--- src/rtl/i2c_bus_frontend_if.sv ---
// Pad-side and event-side signal bundle of the I2C bus front end.
// The slave modport is the front end itself; master is whoever drives the pads and controls.
interface i2c_bus_frontend_if;
   logic       ena;
   logic       filter_en;
   logic       scl_in;
   logic       sda_in;
   logic       glitch_clr;
   logic       scl_o;
   logic       sda_o;
   logic       scl_rise;
   logic       scl_fall;
   logic       start_det;
   logic       stop_det;
   logic       bus_busy;
   logic [7:0] glitch_cnt;

   modport slave (
      input  ena, filter_en, scl_in, sda_in, glitch_clr,
      output scl_o, sda_o, scl_rise, scl_fall, start_det, stop_det, bus_busy, glitch_cnt
   );

   modport master (
      output ena, filter_en, scl_in, sda_in, glitch_clr,
      input  scl_o, sda_o, scl_rise, scl_fall, start_det, stop_det, bus_busy, glitch_cnt
   );
endinterface

--- src/rtl/i2c_bus_frontend.sv ---
// Synchronises and deglitches SCL/SDA pads, then derives SCL edge, START and STOP strobes,
// a bus-busy flag and a saturating count of rejected glitches.
module i2c_bus_frontend #(
   parameter int SYNC_STAGES   = 2,
   parameter int FILTER_CYCLES = 3
) (
   input logic               clk,
   input logic               rst_n,
   i2c_bus_frontend_if.slave bus
);

   localparam int                CNT_W    = $clog2(FILTER_CYCLES + 1);
   localparam logic [CNT_W-1:0]  CNT_LAST = CNT_W'(FILTER_CYCLES - 1);
   localparam logic [CNT_W-1:0]  CNT_ONE  = CNT_W'(1);

   typedef enum logic {BUS_IDLE, BUS_BUSY} bus_state_e;

   // Index 0 is SCL, index 1 is SDA throughout.
   logic [1:0][SYNC_STAGES-1:0] sync_q, sync_d;
   logic [1:0][CNT_W-1:0]       fcnt_q, fcnt_d;
   logic [1:0]                  filt_q, filt_d;
   logic [1:0]                  prev_q, prev_d;
   logic [1:0]                  synced;
   logic [1:0]                  lvl;
   logic [1:0]                  glitch_evt;
   logic                        rise_q, rise_d;
   logic                        fall_q, fall_d;
   logic                        start_q, start_d;
   logic                        stop_q, stop_d;
   bus_state_e                  state_q, state_d;
   logic [7:0]                  glitch_cnt_q, glitch_cnt_d;

   function automatic logic [7:0] sat_add8(input logic [7:0] a, input logic [1:0] inc);
      logic [8:0] sum;
      sum = {1'b0, a} + {7'b0, inc};
      return sum[8] ? 8'hFF : sum[7:0];
   endfunction

   always_comb begin
      sync_d     = sync_q;
      fcnt_d     = '0;
      filt_d     = filt_q;
      synced     = '0;
      lvl        = '0;
      glitch_evt = '0;
      for (int i = 0; i < 2; i++) begin
         sync_d[i] = {sync_q[i][SYNC_STAGES-2:0], (i == 0) ? bus.scl_in : bus.sda_in};
         synced[i] = sync_q[i][SYNC_STAGES-1];
         if (!bus.filter_en) begin
            filt_d[i] = synced[i];
         end else if (synced[i] != filt_q[i]) begin
            if (fcnt_q[i] == CNT_LAST) filt_d[i] = synced[i];
            else                       fcnt_d[i] = fcnt_q[i] + CNT_ONE;
         end else begin
            // A run of differing samples that ended early is a rejected glitch.
            glitch_evt[i] = (fcnt_q[i] != '0);
         end
         // Bypass exposes the synced node directly so its latency is just the sync chain.
         lvl[i] = bus.filter_en ? filt_q[i] : synced[i];
      end
   end

   always_comb begin
      prev_d  = lvl;
      rise_d  = bus.ena &  lvl[0] & ~prev_q[0];
      fall_d  = bus.ena & ~lvl[0] &  prev_q[0];
      // SCL must be stable high across both samples, so simultaneous SCL/SDA changes are ignored.
      start_d = bus.ena & lvl[0] & prev_q[0] & ~lvl[1] &  prev_q[1];
      stop_d  = bus.ena & lvl[0] & prev_q[0] &  lvl[1] & ~prev_q[1];

      state_d = state_q;
      if (!bus.ena)      state_d = BUS_IDLE;
      else if (start_q)  state_d = BUS_BUSY;
      else if (stop_q)   state_d = BUS_IDLE;

      glitch_cnt_d = bus.glitch_clr ? 8'd0
                   : sat_add8(glitch_cnt_q, {1'b0, glitch_evt[0]} + {1'b0, glitch_evt[1]});
   end

   always_ff @(posedge clk) begin
      if (!rst_n) begin
         sync_q       <= '1;
         fcnt_q       <= '0;
         filt_q       <= 2'b11;
         prev_q       <= 2'b11;
         rise_q       <= 1'b0;
         fall_q       <= 1'b0;
         start_q      <= 1'b0;
         stop_q       <= 1'b0;
         state_q      <= BUS_IDLE;
         glitch_cnt_q <= 8'd0;
      end else begin
         sync_q       <= sync_d;
         fcnt_q       <= fcnt_d;
         filt_q       <= filt_d;
         prev_q       <= prev_d;
         rise_q       <= rise_d;
         fall_q       <= fall_d;
         start_q      <= start_d;
         stop_q       <= stop_d;
         state_q      <= state_d;
         glitch_cnt_q <= glitch_cnt_d;
      end
   end

   assign bus.scl_o      = lvl[0];
   assign bus.sda_o      = lvl[1];
   assign bus.scl_rise   = rise_q;
   assign bus.scl_fall   = fall_q;
   assign bus.start_det  = start_q;
   assign bus.stop_det   = stop_q;
   assign bus.bus_busy   = (state_q == BUS_BUSY);
   assign bus.glitch_cnt = glitch_cnt_q;

endmodule

--- src/flat_wrapper.sv ---
// flat-port wrapper written by rule: the top's interface ports become plain ports
module i2c_bus_frontend_flat 
#(
   parameter int SYNC_STAGES   = 2,
   parameter int FILTER_CYCLES = 3
)
  (clk, rst_n, bus_ena, bus_filter_en, bus_scl_in, bus_sda_in, bus_glitch_clr, bus_scl_o, bus_sda_o, bus_scl_rise, bus_scl_fall, bus_start_det, bus_stop_det, bus_bus_busy, bus_glitch_cnt);
  i2c_bus_frontend_if bus_i ();
  input logic clk;
  input logic rst_n;
  input wire logic [$bits(bus_i.ena)-1:0] bus_ena;
  input wire logic [$bits(bus_i.filter_en)-1:0] bus_filter_en;
  input wire logic [$bits(bus_i.scl_in)-1:0] bus_scl_in;
  input wire logic [$bits(bus_i.sda_in)-1:0] bus_sda_in;
  input wire logic [$bits(bus_i.glitch_clr)-1:0] bus_glitch_clr;
  output wire logic [$bits(bus_i.scl_o)-1:0] bus_scl_o;
  output wire logic [$bits(bus_i.sda_o)-1:0] bus_sda_o;
  output wire logic [$bits(bus_i.scl_rise)-1:0] bus_scl_rise;
  output wire logic [$bits(bus_i.scl_fall)-1:0] bus_scl_fall;
  output wire logic [$bits(bus_i.start_det)-1:0] bus_start_det;
  output wire logic [$bits(bus_i.stop_det)-1:0] bus_stop_det;
  output wire logic [$bits(bus_i.bus_busy)-1:0] bus_bus_busy;
  output wire logic [$bits(bus_i.glitch_cnt)-1:0] bus_glitch_cnt;
  assign bus_i.ena = bus_ena;
  assign bus_i.filter_en = bus_filter_en;
  assign bus_i.scl_in = bus_scl_in;
  assign bus_i.sda_in = bus_sda_in;
  assign bus_i.glitch_clr = bus_glitch_clr;
  assign bus_scl_o = bus_i.scl_o;
  assign bus_sda_o = bus_i.sda_o;
  assign bus_scl_rise = bus_i.scl_rise;
  assign bus_scl_fall = bus_i.scl_fall;
  assign bus_start_det = bus_i.start_det;
  assign bus_stop_det = bus_i.stop_det;
  assign bus_bus_busy = bus_i.bus_busy;
  assign bus_glitch_cnt = bus_i.glitch_cnt;
  i2c_bus_frontend #(.SYNC_STAGES(SYNC_STAGES), .FILTER_CYCLES(FILTER_CYCLES)) u_core (.clk(clk), .rst_n(rst_n), .bus(bus_i));
endmodule
--- config.mk ---
export PLATFORM = sky130hd
export DESIGN_NAME = i2c_bus_frontend_flat
export DESIGN_NICKNAME = d
export VERILOG_FILES = /design/src/rtl/i2c_bus_frontend_if.sv /design/src/rtl/i2c_bus_frontend.sv /design/src/flat_wrapper.sv
export SDC_FILE = /design/constraint.sdc
export NUM_CORES = 1
export LEC_CHECK = 0
export CAP_MARGIN = 15
export CORE_UTILIZATION = 55
export CTS_BUF_LIST = sky130_fd_sc_hd__clkbuf_8
export DETAILED_ROUTE_END_ITERATION = 8
export PLACE_DENSITY = 0.89
export SETUP_SLACK_MARGIN = 0.3
export SLEW_MARGIN = 0
export SYNTH_ARGS = -nofsm -noshare
export SYNTH_HDL_FRONTEND = slang
export SYNTH_SLANG_ARGS = --single-unit
--- constraint.sdc ---
create_clock -name clk -period 4.95 [get_ports clk]
set_input_delay 0.99 -clock clk [delete_from_list [all_inputs] [get_ports clk]]
set_output_delay 0.99 -clock clk [all_outputs]
set_load 0.005 [all_outputs]
* Yosys cells after proc, flatten, opt, wreduce, memory -nomap -nowiden
Index checks and enable logic that the tools add are counted.
** Word-level totals
- Register bits after elaboration :: 25
- Bits of input ports :: 7
- Output and inout port bits :: 15
- Word-level logic and storage cells :: 66
** Cells by class
- Add/subtract/negate cells :: 4
- Eq/ne operators :: 8
- Mux-type cells :: 15
- Bitwise gates (word level) :: 17
- Reductions and logical operators :: 9
** Operator list (count)
- $mux 1 :: 14
- $add 8x2->9 :: 1
- $and 1x1->1 :: 9
- $mux 8 :: 1
- $ne 2x1->1 const B :: 4
- $not 1->1 :: 8
- $reduce_or 4->1 :: 2
- $reduce_and 2->1 :: 3
- $reduce_bool 2->1 :: 3
- $add 2x1->2 const B :: 2
- $eq 2x2->1 const B :: 2
- $add 1x1->2 :: 1
- $ne 1x1->1 :: 2
- $reduce_or 2->1 :: 1

* Logic depth before layout (Yosys ltp)
- Depth after elaboration :: 6
- Mapped depth :: 10
- Depth with buffers taken out :: 9

* Worst setup path before layout
Ideal clock, no wire load.
- Path type :: input port to output port
- From :: input port bus_filter_en
- To :: output port bus_scl_o
- Arrival :: 1.573 ns
- Required time :: 3.960 ns
- Slack :: 2.387 ns
- Stages on the path :: 3
- Path buffers :: 1
- Cells stage by stage :: buf_2 mux2i_1 inv_1
** Between the ends
- Longest elaborated chain between the ends :: 1
** RTL lines
- start, declared :: RTL line flat_wrapper.sv:12 : input wire logic [$bits(bus_i.filter_en)-1:0] bus_filter_en;
- $mux 1 :: RTL line i2c_bus_frontend.sv:59 : lvl[i] = bus.filter_en ? filt_q[i] : synced[i];
- end, declared :: RTL line flat_wrapper.sv:16 : output wire logic [$bits(bus_i.scl_o)-1:0] bus_scl_o;
Every way passes these cells.

* Worst setup path in the final report
Same ends and word-level chain as after synthesis.

==> impl_results.md <==
- Status: completed
- CTS H-tree lvls: 1
- Worst-Margin Slew: 376 ps
- Number of setup buffers added after CTS: 0
- Die Height: 45.0 µm
- Crit path kind: input pin to output port
- Via density: 5.12
- DRC viols: 0
- Startpoint Class: input pin
- Number of global-route vias before repair: 681
- Fin nets: 138
- Count of cell types in the netlist: 29
- Tmin final: 3610 ps
- Period utilization: 0.729
- Wire length per cell: 11.4 µm
- I/O pins: 22
- Final hold slack: 416 ps
- R2R cell count: 8
- Hold path start: u_core.sync_d[3]$_SDFF_PN1_
- Crit path capture: bus_scl_o
- First-pass GRT wire length: 2880 µm
- Port Buffers: 21
- Critical path startpoint: bus_filter_en
- CTS clk-pin slew, worst paths: 80 ps
- Highest clock rate: 277 MHz
- Fillcell total: 138
- CTS tree: yes
- Starting Density: 0.589
- Final Setup Violations: 0
- RR Endpoint: u_core.bus.glitch_cnt[6]$_SDFF_PP0_
- Hpwl dp: 1290 µm
- CP max FO: 7
- Total CTS buffers: 3
- Syn nets: 116
- Area leader, netlist: dfxtp_1
- Post-synthesis mux area share: 0.0394
- Post-Syn Area: 1020 µm²
- Final cell count without fillers: 149
- Register area share after synthesis: 0.492
- Top post-synthesis cells by area: dfxtp_1 49%, ha_1 6.2%, nand2b_1 4.3%
- Synthesized area per cell: 9.88 µm²
- Post-synthesis adder-cell area fraction: 0.0812
- Largest net degree at the start of global routing: 15
- Yosys warning count: 0
- Initial antenna violation count: 0
- Initial DRC Count: 9
- Top cell type's share of synthesized area: 0.492
- Bufs on Longest Clock Path: 2
- Die area: 2030 µm²
- Worst vdd ir: 0.223 mV
- Slew headroom: 0.742
- Slew Viols, Final: 0
- TNS Setup: 0 ps
- Post-route cell area: 1280 µm²
- # Max-Cap Violations: 0
- Mapped Cells: 103
- Placeable Area: 1730 µm²
- Post-Synth XOR/XNOR Area: 0.0258
- Post-CTS sizing: 0
- Length of the first detailed-routing pass in iterations: 4
- Worst EP arrival: 2620 ps
- Final core utilization: 0.741
- RSZ-0062 raised after global routing: false
- Total GRT Usage: 0.198
- Ant. Diodes: 0
- Placed cells: 145
- Compound-Gate Fraction of Synth Area: 0.0701
- Die width: 45.0 µm
- RD Place Congestion: 0.728
- Hold_buf cts: 0
- Root Driver: clkbuf_8
- Fraction of layout cells with a size suffix above 1: 0.0403
- Synth Area in Simple Gates: 0.230
- Antenna viol nets, final: 0
- Area occupied by multi-input gates: 454 µm²
- Power per cell area: 269 nW/µm²
- Critical Path RT: 3960 ps
- Area growth syn-to-layout: 25.8%
- Fin. Hold Viols: 0
- Post-Route WL: 1700 µm
- Leak Pwr: 0.000475 µW
- Seq. cell area: 500 µm²
- Reg-to-Reg Start: u_core.filt_q[0]$_SDFFE_PN1P_
- Worst-Skew Late Latency: 260 ps
- Vias: 763
- CP Capture Type: output port
- Congestion Overflow GR: 0
- R2r setup slk: 2760 ps
- Dpl cell area: 1230 µm²
- CTS sink count: 25
- Yosys reg bits: 25
- # rows: 15
- Worst hold path class: flip-flop to flip-flop
- Largest family of logic cells by synthesized area: simple AND/OR/NAND/NOR gates
- Setup Skew: 1.14 ps
[state kept, by name (all words and copies together) (netlist names)]
register,flops
u_core.bus.stop_det,1
u_core.bus.glitch_cnt,8
u_core.bus.start_det,1
u_core.bus.scl_rise,1
u_core.bus.scl_fall,1
u_core.prev_q,2
u_core.fcnt_q,4
u_core.filt_q,2
u_core.bus.bus_busy,1
u_core.sync_q,2
u_core.sync_d,2
[cells in the mapped netlist]
master	instances
and4b_1	1
mux2i_1	4
dfxtp_1	25
o21ai_0	1
nand2b_1	7
xnor2_1	3
a31oi_1	3
buf_1	1
fa_1	1
nand3_1	2
nor3_1	3
nor3b_1	1
nand2_1	8
ha_1	5
a21oi_1	5
nand4b_2	1
nor4b_1	3
and3_1	1
and4_1	1
a211oi_1	2
buf_2	2
buf_6	1
inv_1	10
nor4_1	3
nor2b_1	1
nor2_1	4
nand3b_1	2
o21bai_1	1
or3_1	1
[per-layer routing]
layer	share of wire	vias to the layer above	global-route usage
li1	-	399	-
met1	0.46	350	0.251
met2	0.50	12	0.328
met3	0.035	2	0.0360
met4	0.0059	0	0.0909
met5	0	-	0
[worst max-delay path, stage by stage]
cell and delay (ps):
clkdlybuf4s50_1 630, mux2i_1 420, inv_1 120, clkdlybuf4s50_1 460
[layout by cell type, fill, tap and decap left out, drive strengths merged, types with 2 or more instances in the layout]
master,n
clkdlybuf4s50,21
nand3b,2
nor2,4
nor4b,3
nor4,3
clkbuf,3
mux2i,4
nor3,3
a211oi,2
a31oi,3
nand3,2
nand2,8
dfxtp,25
xnor2,3
ha,5
a21oi,5
inv,10
nand2b,7
[cell type report]
type	instances	share of cell area
Clock buffer	3	0.0323
Clock inverter	1	0.00391
Inverter	10	0.0293
Multi-Input combinational cell	64	0.355
Sequential cell	25	0.391
Tap cell	25	0.0244
Timing Repair Buffer	21	0.164
[stage by stage]
| stage | setup WS (ps) | power, µW |
|---|---|---|
| 6_report | 1340 | 344 |
| 5_1_grt | 1240 | 357 |
| 4_1_cts | 1330 | 347 |
| 3_5_place_dp | 1350 | 231 |
| 3_3_place_gp | 1400 | 230 |
| 2_1_floorplan | 2390 | 222 |
[report_power, final]
group	total [µW]	switching (µW)	internal, µW
clock network	119	62.7	56.2
logic	19.6	8.96	10.6
registers	206	1.79	204
total	344	73.4	271
[kinds of logic after synthesis]
group | count (synthesis)
flip-flops | 25
AND/OR/NAND/NOR | 39
multiplexers | 4
buffers and inverters | 14
AO/OA/AOI/OAI | 12
adder cells (fa/ha/maj) | 6
XOR/XNOR | 3
[worst min path at each step]
stage / endpoint / slack, ps / depth (start not counted)
after global routing: u_core.sync_q[3]$_SDFF_PN1_ / 430 / 1
final: u_core.sync_q[3]$_SDFF_PN1_ / 420 / 1
after CTS: u_core.sync_q[3]$_SDFF_PN1_ / 420 / 1
after global placement: u_core.sync_q[1]$_SDFF_PN1_ / 390 / 1
after floorplan: u_core.sync_q[1]$_SDFF_PN1_ / 390 / 1
after detailed placement: u_core.sync_q[3]$_SDFF_PN1_ / 400 / 1
Note: power is estimated with default switching activity, not from simulation.
